--- config.mk ---
export PLATFORM = sky130hd
export DESIGN_NAME = pipe_stage_skid
export DESIGN_NICKNAME = d
export VERILOG_FILES = /design/src/rtl/pipe_pkg.sv /design/src/rtl/pipe_stage_skid.sv
export SDC_FILE = /design/constraint.sdc
export NUM_CORES = 1
export LEC_CHECK = 0
export ABC_CLOCK_PERIOD_IN_PS = 1800
export CORE_ASPECT_RATIO = 0.7
export CORE_MARGIN = 2
export CORE_UTILIZATION = 45
export CTS_CLUSTER_DIAMETER = 120
export DETAILED_ROUTE_END_ITERATION = 8
export PLACE_DENSITY_LB_ADDON = 0.12
export SLEW_MARGIN = 20
export SYNTH_ARGS = -nofsm -noshare
export SYNTH_HDL_FRONTEND = slang
export SYNTH_SLANG_ARGS = --single-unit
--- constraint.sdc ---
create_clock -name clk -period 1.8 [get_ports clk]
set_input_delay 0.36 -clock clk [delete_from_list [all_inputs] [get_ports clk]]
set_output_delay 0.36 -clock clk [all_outputs]
set_load 0.05 [all_outputs]
--- src/rtl/pipe_pkg.sv ---
// Shared definitions for the valid/ready pipeline stage registers:
// slot-state encoding and the default field widths at each pipeline boundary.
package pipe_pkg;

   typedef enum logic [1:0] {
      PS_EMPTY = 2'd0,
      PS_ONE   = 2'd1,
      PS_FULL  = 2'd2
   } ps_state_t;

   localparam int OCC_W = 2;

   // {pred_taken} / {pc, instr}
   localparam int IFID_CTRL_W  = 1;
   localparam int IFID_DATA_W  = 64;
   // {alu_op[3:0], alu_src, mem_read, mem_write, reg_write} / {rs1, rs2, imm, dst}
   localparam int IDEX_CTRL_W  = 8;
   localparam int IDEX_DATA_W  = 101;
   // {mem_read, mem_write, reg_write, mem_to_reg} / {alu_result, store_data, dst}
   localparam int EXMEM_CTRL_W = 4;
   localparam int EXMEM_DATA_W = 69;
   // {reg_write, mem_to_reg} / {mem_data, alu_result, dst}
   localparam int MEMWB_CTRL_W = 2;
   localparam int MEMWB_DATA_W = 69;

endpackage

--- src/rtl/pipe_stage_skid.sv ---
// Pipeline stage register with valid/ready handshake and a two-entry skid so
// in_ready is registered; control bits read as zero whenever no entry is held.
module pipe_stage_skid
   import pipe_pkg::*;
#(
   parameter int CTRL_W = MEMWB_CTRL_W,
   parameter int DATA_W = MEMWB_DATA_W
) (
   input  logic              clk,
   input  logic              startin_n,
   input  logic              flush,
   input  logic              in_valid,
   output logic              in_ready,
   input  logic [CTRL_W-1:0] in_ctrl,
   input  logic [DATA_W-1:0] in_data,
   output logic              out_valid,
   input  logic              out_ready,
   output logic [CTRL_W-1:0] out_ctrl,
   output logic [DATA_W-1:0] out_data,
   output logic [OCC_W-1:0]  occupancy
);

   ps_state_t         state, state_nxt;
   logic [CTRL_W-1:0] main_ctrl, skid_ctrl;
   logic [DATA_W-1:0] main_data, skid_data;
   logic              in_fire, out_fire;
   logic              ld_main_in, ld_main_skid, ld_skid;

   assign in_fire  = in_valid & in_ready;
   assign out_fire = out_valid & out_ready;

   always_comb begin
      state_nxt    = state;
      ld_main_in   = 1'b0;
      ld_main_skid = 1'b0;
      ld_skid      = 1'b0;
      // Flush wins: a coinciding in_fire is dropped, out_fire was already taken.
      if (flush) begin
         state_nxt = PS_EMPTY;
      end else begin
         case (state)
            PS_EMPTY: begin
               if (in_fire) begin
                  state_nxt  = PS_ONE;
                  ld_main_in = 1'b1;
               end
            end
            PS_ONE: begin
               if (in_fire && out_fire) begin
                  ld_main_in = 1'b1;
               end else if (in_fire) begin
                  state_nxt = PS_FULL;
                  ld_skid   = 1'b1;
               end else if (out_fire) begin
                  state_nxt = PS_EMPTY;
               end
            end
            PS_FULL: begin
               if (out_fire) begin
                  state_nxt    = PS_ONE;
                  ld_main_skid = 1'b1;
               end
            end
            default: state_nxt = PS_EMPTY;
         endcase
      end
   end

   // Slot registers and state: the single stage boundary of this block.
   always_ff @(posedge clk or negedge startin_n) begin
      if (!startin_n) begin
         state     <= PS_EMPTY;
         in_ready  <= 1'b0;
         main_ctrl <= '0;
         main_data <= '0;
         skid_ctrl <= '0;
         skid_data <= '0;
      end else begin
         state    <= state_nxt;
         in_ready <= (state_nxt != PS_FULL);
         if (ld_main_in) begin
            main_ctrl <= in_ctrl;
            main_data <= in_data;
         end else if (ld_main_skid) begin
            main_ctrl <= skid_ctrl;
            main_data <= skid_data;
         end
         if (ld_skid) begin
            skid_ctrl <= in_ctrl;
            skid_data <= in_data;
         end
      end
   end

   assign out_valid = (state != PS_EMPTY);
   assign out_ctrl  = out_valid ? main_ctrl : '0;
   assign out_data  = main_data;
   assign occupancy = state;

endmodule

==> metrics.txt <==
max incr delay on CP=580 ps; min Tclk post-route=1950 ps; setup violation total in the final timing report=72; Vias=3924; Final Max Slew Viols=0; Syn Inst Count=400; Buf/Inv on CP=3; most frequent cells in the layout=mux2_2, dfrtp_1, buf_4; failing checks=setup timing; Max Fclk=513 MHz; synthesis-stage register bit count=approximately 150; DPL Wire Length=8920 um; Skew-Pair Late Insertion Delay=400 ps; CTS max path bufs=2; DR iter-0 viols=approximately 120; Final Hold Fails=0; critical-path maximum fanout=8; drt drc=0; Max Clock Skew=6.39 ps; Leak=between 4 and 5 nW; post-synth cell types=23; largest delay contributor family on the critical path=buffers and inverters; I/O Buffers=150; vias per cell=around 5.0; gpl congestion=about 0.77; Critical Path, Cell by Cell=clkdlybuf4s50_1, nor2b_4, or3_4, a21oi_4, buf_6, clkbuf_16, mux2_2; RSZ-0062 raised after global routing=yes; Final Worst Setup Slack=-151 ps; fin crit share=108%; CP max-delay cell=clkdlybuf4s50_1; ratio of cells with drive above 1 in the final layout=between 60% and 70%; critical path class=in2reg; Worst Max-Slew Pin Slew=372 ps; status=finished, violations left; H-tree Lvls=4; most common cell after layout, fill and taps aside=mux2_2; first-pass GRT wire length=22500 um; Fillers=1005; DP Worst Slack=-565 ps; max-slew headroom at the worst pin=75.2%; Core ar.=0.0138 mm^2; Top Ports=151; Synth warnings=0; Final Instance Area=around 0.0092 mm^2; placed cells=742; Total GRT Usage=19.5%; # nets final=around 670; Std-Cell Rows=36; clk slew on worst S/H paths=around 60 ps; post-synth top area share=about 57%; Seq/Total Area, Yosys=57.4%; Syn Std Cell Area=0.00632 mm^2; Finished Layout Cells=792; CTS Buf Count=17; Startpoint Class=input port; overall routed net length=around 15000 um; Clock Sinks=145; average routed wire per standard cell=18.4 um; Arr. time, crit path=approximately 2200 ps; Area growth, synth to finish=45.0%; Setup crit end kind=register; top post-synthesis cells by area=dfrtp_1, mux2_2, buf_6, buf_4, buf_2; number of global-route vias before repair=4254; DRT Pass-1 Iters=5; initial core utilization=a little under half; Mean Syn Cell Area=around 16 um^2; CTS tree=done; cell taking the most area after synthesis=dfrtp_1; pwr/cell area=1590 mW/mm^2; worst hold path type=in2async; Root Driver=clkbuf_16; Final Core Density=66.3%; largest net degree at the start of global routing=between 40 and 50; ANT cells=0; Placed Instance Area=0.00806 mm^2; global route overflow=0; Vert. Die Dim=103 um; initial antenna violation count=0; Die X=146 um; maximum vdd drop=between 0.9 and 1 mV; synthesized net count=around 480; antenna-violating nets left=0; die area=0.0150 mm^2; Worst Path Required=2090 ps; maxcap violations=0
==> per-stage QoR <==
stage                     setup TNS [ps]  power, mW  hold WS, ps
after floorplan                    -5030       8.92         64.4
after CTS                          -5660       14.6          422
after global placement            -44340       10.6          286
final                              -8040       14.6          421
after global routing              -10870       15.2          443
after detailed placement          -47590       10.8          290
==> state kept, by name (all words and copies together), names as in the netlist <==
| signal | cells |
|---|---|
| occupancy | 2 |
| out_data | 69 |
| skid_data | 69 |
| skid_ctrl | 2 |
| in_ready | 1 |
| main_ctrl | 2 |
==> logic make-up (layout without fill, tap and decap cells) <==
group	count (synthesis)	in the layout	share of synthesized area, %
AO/OA/AOI/OAI	4	4	0.455
XOR/XNOR	1	1	0.139
buffers and inverters	23	225	2.75
flip-flops	145	145	57.4
multiplexers	212	212	37.7
AND/OR/NAND/NOR	15	15	1.52
==> repair_timing <==
| action | CTS | global route |
|---|---|---|
| hold buffers | 1 | 0 |
| pin swaps | 2 | 2 |
| hold endpoints to repair | 34 | 0 |
| endpoints found under the setup margin | 73 | 73 |
| resized for setup | 53 | 2 |
| cloned | 7 | 3 |
| setup buffers | 7 | 0 |
==> cell type report <==
cell class	instances	area, um^2	share of cell area, %
sequential	145	3630	39.6
multi-input combinational	232	2730	29.7
timing repair buffer	191	1980	21.6
clock buffer	21	460	5.02
tap	190	238	2.59
clock inverter	11	129	1.41
inverter	2	7.51	0.0819
==> worst paths after layout <==
path / slack [ps] / cells after the start / end / startpoint
max in group asynchronous: 790 / 3 / out_data[65] / startin_n
max: -150 / 7 / out_data[63] / out_ready
min reg2reg: 500 / 1 / skid_data[8] / skid_data[8]
max reg2reg: -140 / 6 / out_data[63] / occupancy[1]
min in group clk: 500 / 1 / skid_data[8] / skid_data[8]
min: 420 / 2 / skid_data[49] / startin_n
==> Yosys cell counts <==
master,n
a21oi_1,1
a21oi_2,1
and2_1,2
and4bb_2,1
buf_2,7
buf_4,7
buf_6,7
dfrtp_1,145
inv_1,2
mux2_1,2
mux2_2,209
mux2i_1,1
nand2_1,2
nand2_4,1
nand2b_1,1
nand3b_1,1
nor2_1,3
nor2b_1,1
o21a_1,2
or2_2,1
or3_1,1
or3b_2,1
xnor2_1,1
==> where the power goes <==
part | internal, mW | total [mW] | switching (mW)
Sequential | 4.43 | 5.07 | 0.642
Combinational | 2.63 | 6.02 | 3.39
Clock | 2.13 | 3.48 | 1.35
Total | 9.18 | 14.6 | 5.38
==> layer usage <==
layer / global-route usage [%] / share of wire (%) / wire length [um]
met1: 25.0 / 45 / 6560
met4: 4.98 / 0.69 / 101
met5: 0 / 0 / 0
met2: 33.2 / 49 / 7170
met3: 5.83 / 4.9 / 714
Note: power is estimated with default switching activity, not from simulation.
